<file path="config.mk">
export PLATFORM = sky130hd
export DESIGN_NAME = phase_measure_flat
export DESIGN_NICKNAME = d
export VERILOG_FILES = /design/src/rtl/phase_measure_pkg.sv /design/src/rtl/phase_measure_if.sv /design/src/rtl/phase_measure_pps_sync.sv /design/src/rtl/phase_measure.sv /design/src/flat_wrapper.sv
export SDC_FILE = /design/constraint.sdc
export NUM_CORES = 1
export LEC_CHECK = 0
export CAP_MARGIN = 0
export CORE_MARGIN = 1
export CORE_UTILIZATION = 25
export CTS_BUF_LIST = sky130_fd_sc_hd__clkbuf_8 sky130_fd_sc_hd__clkbuf_16
export DETAILED_ROUTE_END_ITERATION = 6
export PLACE_DENSITY = 0.38
export SYNTH_ARGS = -nofsm -noshare
export SYNTH_HDL_FRONTEND = slang
export SYNTH_SLANG_ARGS = --single-unit
</file>
<file path="constraint.sdc">
create_clock -name CLK_SYS -period 3.94 [get_ports CLK_SYS]
set_input_delay 0.788 -clock CLK_SYS [delete_from_list [all_inputs] [get_ports CLK_SYS]]
set_output_delay 0.788 -clock CLK_SYS [all_outputs]
set_load 0.02 [all_outputs]
</file>
<file path="src/rtl/phase_measure_pkg.sv">
// Shared definitions for the 1PPS phase measurement block.
package phase_measure_pkg;

    localparam int PHASE_W    = 24;
    localparam int CLK_HZ_DEF = 10_000_000;

    localparam logic [PHASE_W-1:0] PHASE_MAX = '1;

    typedef enum logic [1:0] {
        IDLE   = 2'd0,
        COUNT  = 2'd1,
        REPORT = 2'd2
    } state_t;

    // Increment that sticks at the top of the phase range.
    function automatic logic [PHASE_W-1:0] sat_inc(input logic [PHASE_W-1:0] v);
        return (v == PHASE_MAX) ? v : v + PHASE_W'(1);
    endfunction

endpackage

</file>
<file path="src/rtl/phase_measure_if.sv">
// GPS pin, alignment request, local PPS and the Measure_Phase/Measure_Done
// hand-off to the PID loop. master = phase_measure, slave = consumer side.
interface phase_measure_if;
    import phase_measure_pkg::*;

    logic               PPS_Gps;
    logic               Align_Req;
    logic               PPS_Local;
    logic [PHASE_W-1:0] Measure_Phase;
    logic               Measure_Done;
    logic               Gps_Lost;

    modport master (
        input  PPS_Gps, Align_Req,
        output PPS_Local, Measure_Phase, Measure_Done, Gps_Lost
    );

    modport slave (
        output PPS_Gps, Align_Req,
        input  PPS_Local, Measure_Phase, Measure_Done, Gps_Lost
    );

endinterface

</file>
<file path="src/rtl/phase_measure_pps_sync.sv">
// Synchronizer plus rising-edge detector for an asynchronous pulse input.
// evt_o is a one-cycle pulse visible SYNC_STAGES cycles after the pin edge,
// acted upon at the following clock edge. SYNC_STAGES must be at least 2.
module pps_sync #(
    parameter int SYNC_STAGES = 2
) (
    input  logic clk_i,
    input  logic rst_ni,
    input  logic async_i,
    output logic evt_o
);

    logic [SYNC_STAGES-1:0] sync_q;
    logic                   prev_q;

    // Chain resets to ones so a pin already high at reset release is not
    // mistaken for a fresh edge.
    always_ff @(posedge clk_i or negedge rst_ni) begin
        if (!rst_ni) begin
            sync_q <= '1;
            prev_q <= 1'b1;
        end else begin
            sync_q <= {sync_q[SYNC_STAGES-2:0], async_i};
            prev_q <= sync_q[SYNC_STAGES-1];
        end
    end

    assign evt_o = sync_q[SYNC_STAGES-1] & ~prev_q;

endmodule

</file>
<file path="src/rtl/phase_measure.sv">
// Local 1PPS generator and GPS-to-local phase measurement. Both the GPS
// edge and the local wrap see SYNC_STAGES+1 cycles of latency, so the
// measured count equals the pin-to-wrap distance in CLK_SYS cycles.
module phase_measure
    import phase_measure_pkg::*;
#(
    parameter int CLK_HZ      = CLK_HZ_DEF,
    parameter int PPS_WIDTH   = 1_000_000,
    parameter int SYNC_STAGES = 2
) (
    input  logic            CLK_SYS,
    input  logic            CLK_RST,
    phase_measure_if.master bus
);

    localparam logic [PHASE_W-1:0] DIV_TC    = PHASE_W'(CLK_HZ - 1);
    localparam logic [PHASE_W-1:0] DIV_ALIGN = PHASE_W'(SYNC_STAGES + 1);
    localparam logic [PHASE_W-1:0] PPS_W     = PHASE_W'(PPS_WIDTH);
    localparam logic [24:0]        WD_LOST   = 25'(2 * CLK_HZ);

    logic               gps_evt, loc_evt, wrap_evt, align_load;
    logic               align_done_q;
    logic [PHASE_W-1:0] div_q, div_d;
    logic               pps_q;
    logic [SYNC_STAGES:0] loc_pipe_q;
    state_t             state_q, state_d;
    logic [PHASE_W-1:0] cnt_q, cnt_d, phase_q, phase_d, start_cnt;
    logic               pend_q, pend_d, done_q;
    logic [24:0]        wd_q, wd_d;
    logic               lost_q, lost_d;

    pps_sync #(.SYNC_STAGES(SYNC_STAGES)) u_gps_sync (
        .clk_i   (CLK_SYS),
        .rst_ni  (CLK_RST),
        .async_i (bus.PPS_Gps),
        .evt_o   (gps_evt)
    );

    // The first GPS edge of each Align_Req high level re-zeroes the divider.
    assign align_load = gps_evt & bus.Align_Req & ~align_done_q;
    assign wrap_evt   = (div_q == DIV_TC) & ~align_load;
    assign loc_evt    = loc_pipe_q[SYNC_STAGES];

    // Divider next state; an alignment preloads the synchronizer latency.
    always_comb begin
        div_d = (div_q == DIV_TC) ? '0 : div_q + PHASE_W'(1);
        if (align_load) div_d = DIV_ALIGN;
    end

    // Divider, local PPS, wrap delay line and alignment one-shot.
    always_ff @(posedge CLK_SYS or negedge CLK_RST) begin
        if (!CLK_RST) begin
            div_q        <= '0;
            pps_q        <= 1'b0;
            loc_pipe_q   <= '0;
            align_done_q <= 1'b0;
        end else begin
            div_q        <= div_d;
            pps_q        <= (div_d < PPS_W);
            loc_pipe_q   <= {loc_pipe_q[SYNC_STAGES-1:0], wrap_evt};
            align_done_q <= bus.Align_Req & (align_done_q | align_load);
        end
    end

    // Measurement FSM next state.
    always_comb begin
        state_d   = state_q;
        cnt_d     = cnt_q;
        phase_d   = phase_q;
        pend_d    = pend_q;
        start_cnt = '0;
        case (state_q)
            IDLE: begin
                if (gps_evt || pend_q) begin
                    // A deferred edge is already one cycle old when it starts.
                    start_cnt = gps_evt ? '0 : PHASE_W'(1);
                    pend_d    = 1'b0;
                    if (loc_evt) begin
                        phase_d = start_cnt;
                        state_d = REPORT;
                    end else begin
                        cnt_d   = start_cnt;
                        state_d = COUNT;
                    end
                end
            end
            COUNT: begin
                cnt_d = sat_inc(cnt_q);
                if (loc_evt) begin
                    phase_d = cnt_d;
                    state_d = REPORT;
                    if (gps_evt) pend_d = 1'b1;
                end else if (gps_evt) begin
                    cnt_d = '0;
                end else if (cnt_d == PHASE_MAX) begin
                    phase_d = PHASE_MAX;
                    state_d = REPORT;
                end
            end
            REPORT: begin
                if (gps_evt) pend_d = 1'b1;
                state_d = IDLE;
            end
            default: state_d = IDLE;
        endcase
        // Alignment abandons whatever measurement was running.
        if (align_load) begin
            state_d = IDLE;
            pend_d  = 1'b0;
            phase_d = phase_q;
        end
    end

    // Measurement FSM registers; Done trails the phase write by one cycle.
    always_ff @(posedge CLK_SYS or negedge CLK_RST) begin
        if (!CLK_RST) begin
            state_q <= IDLE;
            cnt_q   <= '0;
            phase_q <= '0;
            pend_q  <= 1'b0;
            done_q  <= 1'b0;
        end else begin
            state_q <= state_d;
            cnt_q   <= cnt_d;
            phase_q <= phase_d;
            pend_q  <= pend_d;
            done_q  <= (state_q == REPORT);
        end
    end

    // Watchdog next state: counts cycles since the last GPS edge.
    always_comb begin
        wd_d   = gps_evt ? '0 : ((wd_q == WD_LOST) ? wd_q : wd_q + 25'd1);
        lost_d = gps_evt ? 1'b0 : (lost_q | (wd_d == WD_LOST));
    end

    // Watchdog registers; GPS is presumed lost until the first edge.
    always_ff @(posedge CLK_SYS or negedge CLK_RST) begin
        if (!CLK_RST) begin
            wd_q   <= '0;
            lost_q <= 1'b1;
        end else begin
            wd_q   <= wd_d;
            lost_q <= lost_d;
        end
    end

    assign bus.PPS_Local     = pps_q;
    assign bus.Measure_Phase = phase_q;
    assign bus.Measure_Done  = done_q;
    assign bus.Gps_Lost      = lost_q;

endmodule

</file>
<file path="src/flat_wrapper.sv">
// flat-port wrapper written by rule: the top's interface ports become plain ports
module phase_measure_flat import phase_measure_pkg::*;
#(
    parameter int CLK_HZ      = CLK_HZ_DEF,
    parameter int PPS_WIDTH   = 1_000_000,
    parameter int SYNC_STAGES = 2
)
  (CLK_SYS, CLK_RST, bus_PPS_Gps, bus_Align_Req, bus_PPS_Local, bus_Measure_Phase, bus_Measure_Done, bus_Gps_Lost);
  phase_measure_if bus_i ();
  input  logic CLK_SYS;
  input  logic CLK_RST;
  input wire logic [$bits(bus_i.PPS_Gps)-1:0] bus_PPS_Gps;
  input wire logic [$bits(bus_i.Align_Req)-1:0] bus_Align_Req;
  output wire logic [$bits(bus_i.PPS_Local)-1:0] bus_PPS_Local;
  output wire logic [$bits(bus_i.Measure_Phase)-1:0] bus_Measure_Phase;
  output wire logic [$bits(bus_i.Measure_Done)-1:0] bus_Measure_Done;
  output wire logic [$bits(bus_i.Gps_Lost)-1:0] bus_Gps_Lost;
  assign bus_i.PPS_Gps = bus_PPS_Gps;
  assign bus_i.Align_Req = bus_Align_Req;
  assign bus_PPS_Local = bus_i.PPS_Local;
  assign bus_Measure_Phase = bus_i.Measure_Phase;
  assign bus_Measure_Done = bus_i.Measure_Done;
  assign bus_Gps_Lost = bus_i.Gps_Lost;
  phase_measure #(.CLK_HZ(CLK_HZ), .PPS_WIDTH(PPS_WIDTH), .SYNC_STAGES(SYNC_STAGES)) u_core (.CLK_SYS(CLK_SYS), .CLK_RST(CLK_RST), .bus(bus_i));
endmodule
</file>
==> out/results.md <==
| Metric | Value | Unit |
| --- | --- | --- |
| Status | finished clean | - |
| Via count of the first global-routing pass | 4979 | - |
| Critical path destination | u_core.state_q[0] | - |
| Hold slack | 0.3507 | ns |
| CTS root buf | sky130_fd_sc_hd__clkbuf_16 | - |
| CP cell instances | ha_1 -> nand3_4 -> or4_1 -> mux2i_1 -> or4b_1 -> or4_1 -> nor4b_1 -> mux2i_1 -> nand2_1 | - |
| Critical register-to-register path startpoint | u_core.cnt_q[1] | - |
| Height of the die | 159.3 | um |
| Register bit total from synthesis | 110 | - |
| Number of DRC markers after the initial detailed-route iteration | 279 | - |
| Ys async rst share | 100.0 | % |
| Area share of the largest cell type after synthesis | 42.91 | % |
| Number of buffer and inverter stages on the critical path | 0 | - |
| Clock-pin slew reported for the worst setup and hold paths after clock tree synthesis | 0.08 | ns |
| Combined area of the multi-input logic cells | 3232 | um^2 |
| Global-route wire length before repair | 27650 | um |
| Final HPWL from detailed placement | 12490 | um |
| Max-Cap Viols | 0 | - |
| Cell type with the highest aggregate area in the netlist | sky130_fd_sc_hd__dfrtp_1 | - |
| Setup TNS Final | 0 | ns |
| Main combinational cell family by area after synthesis | simple AND/OR/NAND/NOR gates | - |
| FF/Latch Area | 2758 | um^2 |
| CP Depth | 9 | - |
| Via count normalized by instance count | 4.851 | - |
| Total grt overflow | 0 | - |
| Endpoints failing setup | 0 | - |
| Utilization of the core after routing | 29.51 | % |
| FF-to-FF path depth | 9 | - |
| Placement Rows | 57 | - |
| Number of inserted filler cells in the final layout | 2548 | - |
| Arr. time, crit path | 3.84 | ns |
| Leading cell types by total area after synthesis | sky130_fd_sc_hd__dfrtp_1 43%, sky130_fd_sc_hd__nor2_1 5.3%, sky130_fd_sc_hd__xnor2_1 5.1% | - |
| Hold Violations, Final | 0 | - |
| Inserted Clock Buffers | 9 | - |
| Starting density of the core | 25.42 | % |
| Syn Std Cell Area | 6182 | um^2 |
| Nature of the critical path startpoint | flop | - |
| Max-Slew Margin vs Limit | 42.23 | % |
| Worst IR Drop VDD | 205.0 | uV |
| Number of distinct library cell variants in the gate-level netlist after synthesis | 64 | - |
| Worst clock skew on the final layout | 0.01258 | ns |
| Post-detailed-route count of antenna-violating nets | 0 | - |
| Tot Pwr | 3.070 | mW |
| Full die area | 25360 | um^2 |
| Number of nets in the layout | 715 | - |
| Ratio of cells with drive above 1 in the final layout | 7.898 | % |
| Top Family by Delay on Critical Path | simple AND/OR/NAND/NOR gates | - |
| Gate Count Post-Synth | 680 | - |
| Pins Over Slew Limit | 0 | - |
| Type of the most critical hold path | reg2reg | - |
| Static leakage power | 2.726 | nW |
| Core area | 24320 | um^2 |
| Total power divided by cell area | 427.8 | nW/um^2 |
| Crit path capture type | flop | - |
| Multiplexer share of the synthesized area | 1.174 | % |
| RSZ-0062 raised after global routing | no | - |
| Antenna diodes | 0 | - |
| Post CTS Setup Buffer Count | 0 | - |
| Worst setup path class | reg2reg | - |
| Post-synthesis compound-gate area fraction | 14.05 | % |
| YS warnings | 0 | - |
| Pin count of the biggest net entering global routing | 63 | - |
| Net Count, Synth | 691 | - |
| Slowest cell delay on critical path | 0.59 | ns |
| Area Growth Syn to Fin | 16.09 | % |
| Simple-gate area share of the yosys netlist | 26.94 | % |
| Top-level port count | 31 | - |
| Routed Wire Length | 17030 | um |
| GRT Util Overall | 13.76 | % |
| Maximum count of clock buffers along a single path | 2 | - |
| Endpoint of the worst-slack reg-to-reg timing path | u_core.state_q[0] | - |
| Overall via count from detail_route | 5011 | - |
| Number of antenna violations at the first check in global routing | 0 | - |
| Xor-xnor portion of the synthesized cell area | 8.500 | % |
| Post-cts sizing count | 0 | - |
| Highest-delay cell along the critical path | sky130_fd_sc_hd__or4_1 | - |
| TritonCTS clock tree | built | - |
| Skew-Pair Late Insertion Delay | 0.36 | ns |
| Total of buffers placed on input and output ports | 30 | - |
| Wire length per cell | 16.48 | um |
| Setup slack, reg-to-reg | 0.34 | ns |
| Avg Cell Area, Syn | 9.091 | um^2 |
| WP data required | 4.18 | ns |
| Number of enable flip-flop cells after synthesis | 0 | - |
| Arithmetic-cell share of the synthesized area counting full adders, half adders and majority gates | 1.579 | % |
| Gp weighted congestion | 0.8691 | - |
| H-tree depth | 3 | - |
| Total DRC errors in the routed layout | 0 | - |
| Clk sinks | 110 | - |
| Worst Tran Pin Value | 0.8666 | ns |
| Drt first pass iters | 4 | - |
| Hold-fix buffers, CTS | 0 | - |
| Max Clock Freq | 277.8 | MHz |
| Die span in x | 159.3 | um |
| Top_reg_cell synth | sky130_fd_sc_hd__dfrtp_1 | - |
| Crit path launch | u_core.cnt_q[1] | - |
| Part of the Yosys area used for sequential elements | 44.61 | % |
| Final min period | 3.600 | ns |
| Largest fanout on the critical path | 8 | - |
| Period utilization | 91.36 | % |
## Yosys cell counts (all sizes together), types with 7 or more instances
| cell type | n |
|---|---|
| o21ai | 52 |
| nand2b | 10 |
| clkbuf | 29 |
| or4 | 9 |
| or3 | 9 |
| dfrtp | 106 |
| a211o | 11 |
| nand3 | 38 |
| nor2 | 88 |
| and2 | 8 |
| nor3 | 21 |
| nor4 | 11 |
| and3 | 8 |
| and4 | 7 |
| xor2 | 24 |
| xnor2 | 36 |
| o21a | 15 |
| inv | 12 |
| buf | 7 |
| nand2 | 55 |
| a31oi | 7 |
| nand4 | 27 |
| a21oi | 19 |
| ha | 7 |
## per-stage QoR
step	instance area (um^2)	std cells	setup WS (ns)
2_1_floorplan	6182	680	0.7206
3_3_place_gp	6893	1017	0.4565
3_5_place_dp	6893	1017	0.3834
4_1_cts	7177	1033	0.3622
5_1_grt	7177	1033	0.1557
6_report	7177	1033	0.3402
## worst reg2reg max path: cells and delay by family (launching register included)
kind / cells / cell delay (ns)
adder cells (fa/ha/maj): 1 / 0.33
flip-flops: 1 / 0.47
multiplexers: 2 / 0.46
AND/OR/NAND/NOR: 6 / 2.24
## cells by family (layout without fill, tap and decap cells)
family	Yosys count	in the layout
DFF	110	110
AOI/OAI and AO/OA	135	135
and+or+nand+nor	312	312
buffers and inverters	48	77
muxes	7	7
xor gates and xnor gates	60	60
adders and majority gates	8	8
## flip-flops by register name (all words and copies together) (netlist names), 2 cells and up
signal                    cells
u_core.bus.Measure_Phase     24
u_core.div_q                 24
u_core.cnt_q                 24
u_core.u_gps_sync.sync_q      2
u_core.loc_pipe_q             3
u_core.wd_q                  25
u_core.state_q                2
## cells in the final DEF, fill, tap and decap left out, types with 5 or more instances in the layout
| cell type | count |
|---|---|
| sky130_fd_sc_hd__buf_4 | 19 |
| sky130_fd_sc_hd__o31ai_1 | 6 |
| sky130_fd_sc_hd__inv_1 | 13 |
| sky130_fd_sc_hd__clkbuf_16 | 9 |
| sky130_fd_sc_hd__ha_1 | 7 |
| sky130_fd_sc_hd__and4_1 | 7 |
| sky130_fd_sc_hd__and2_1 | 8 |
| sky130_fd_sc_hd__nor2_1 | 87 |
| sky130_fd_sc_hd__nand4_1 | 25 |
| sky130_fd_sc_hd__a31oi_1 | 7 |
| sky130_fd_sc_hd__nand2_1 | 55 |
| sky130_fd_sc_hd__nor4b_1 | 6 |
| sky130_fd_sc_hd__or4_1 | 8 |
| sky130_fd_sc_hd__and3_1 | 8 |
| sky130_fd_sc_hd__xnor2_1 | 36 |
| sky130_fd_sc_hd__a211o_1 | 11 |
| sky130_fd_sc_hd__o21ai_0 | 48 |
| sky130_fd_sc_hd__mux2i_1 | 5 |
| sky130_fd_sc_hd__nand2b_1 | 10 |
| sky130_fd_sc_hd__nand3_1 | 37 |
| sky130_fd_sc_hd__dfrtp_1 | 106 |
| sky130_fd_sc_hd__o21a_1 | 15 |
| sky130_fd_sc_hd__or3_1 | 8 |
| sky130_fd_sc_hd__a21oi_1 | 19 |
| sky130_fd_sc_hd__clkdlybuf4s50_1 | 29 |
| sky130_fd_sc_hd__nor3_1 | 21 |
| sky130_fd_sc_hd__xor2_1 | 24 |
| sky130_fd_sc_hd__nor4_1 | 9 |
## power breakdown
part / switching (mW) / internal [mW]
sequential: 0.115 / 1.24
clock: 0.457 / 0.438
combinational: 0.504 / 0.315
total: 1.08 / 1.99
## per-layer routing
layer	track usage (%)	vias to the layer above	share of wire, %
li1	-	2480	-
met1	18.47	2434	48
met2	22.33	72	47
met3	2.370	25	2.9
met4	4.720	0	2.0
met5	0	-	0
## layout make-up
class	count	area share [%]
multi-input cells	522	45.03
flip-flops and latches	110	38.42
repair buffers	49	6.311
well taps	324	5.649
clock buffers	9	3.138
clock inverters	7	0.8194
inverters	12	0.6276
## worst min-delay path by stage
stage	start	endpoint	slack [ns]	cells after the start
6_report	u_core.loc_pipe_q[1]	u_core.loc_pipe_q[2]	0.35	0
3_3_place_gp	u_core.loc_pipe_q[1]	u_core.loc_pipe_q[2]	0.34	0
5_1_grt	u_core.u_gps_sync.sync_q[0]	u_core.u_gps_sync.sync_q[1]	0.36	0
2_1_floorplan	u_core.loc_pipe_q[0]	u_core.loc_pipe_q[1]	0.33	0
4_1_cts	u_core.loc_pipe_q[1]	u_core.loc_pipe_q[2]	0.35	0
3_5_place_dp	u_core.loc_pipe_q[1]	u_core.loc_pipe_q[2]	0.33	0
Note: power is estimated with default switching activity, not from simulation.
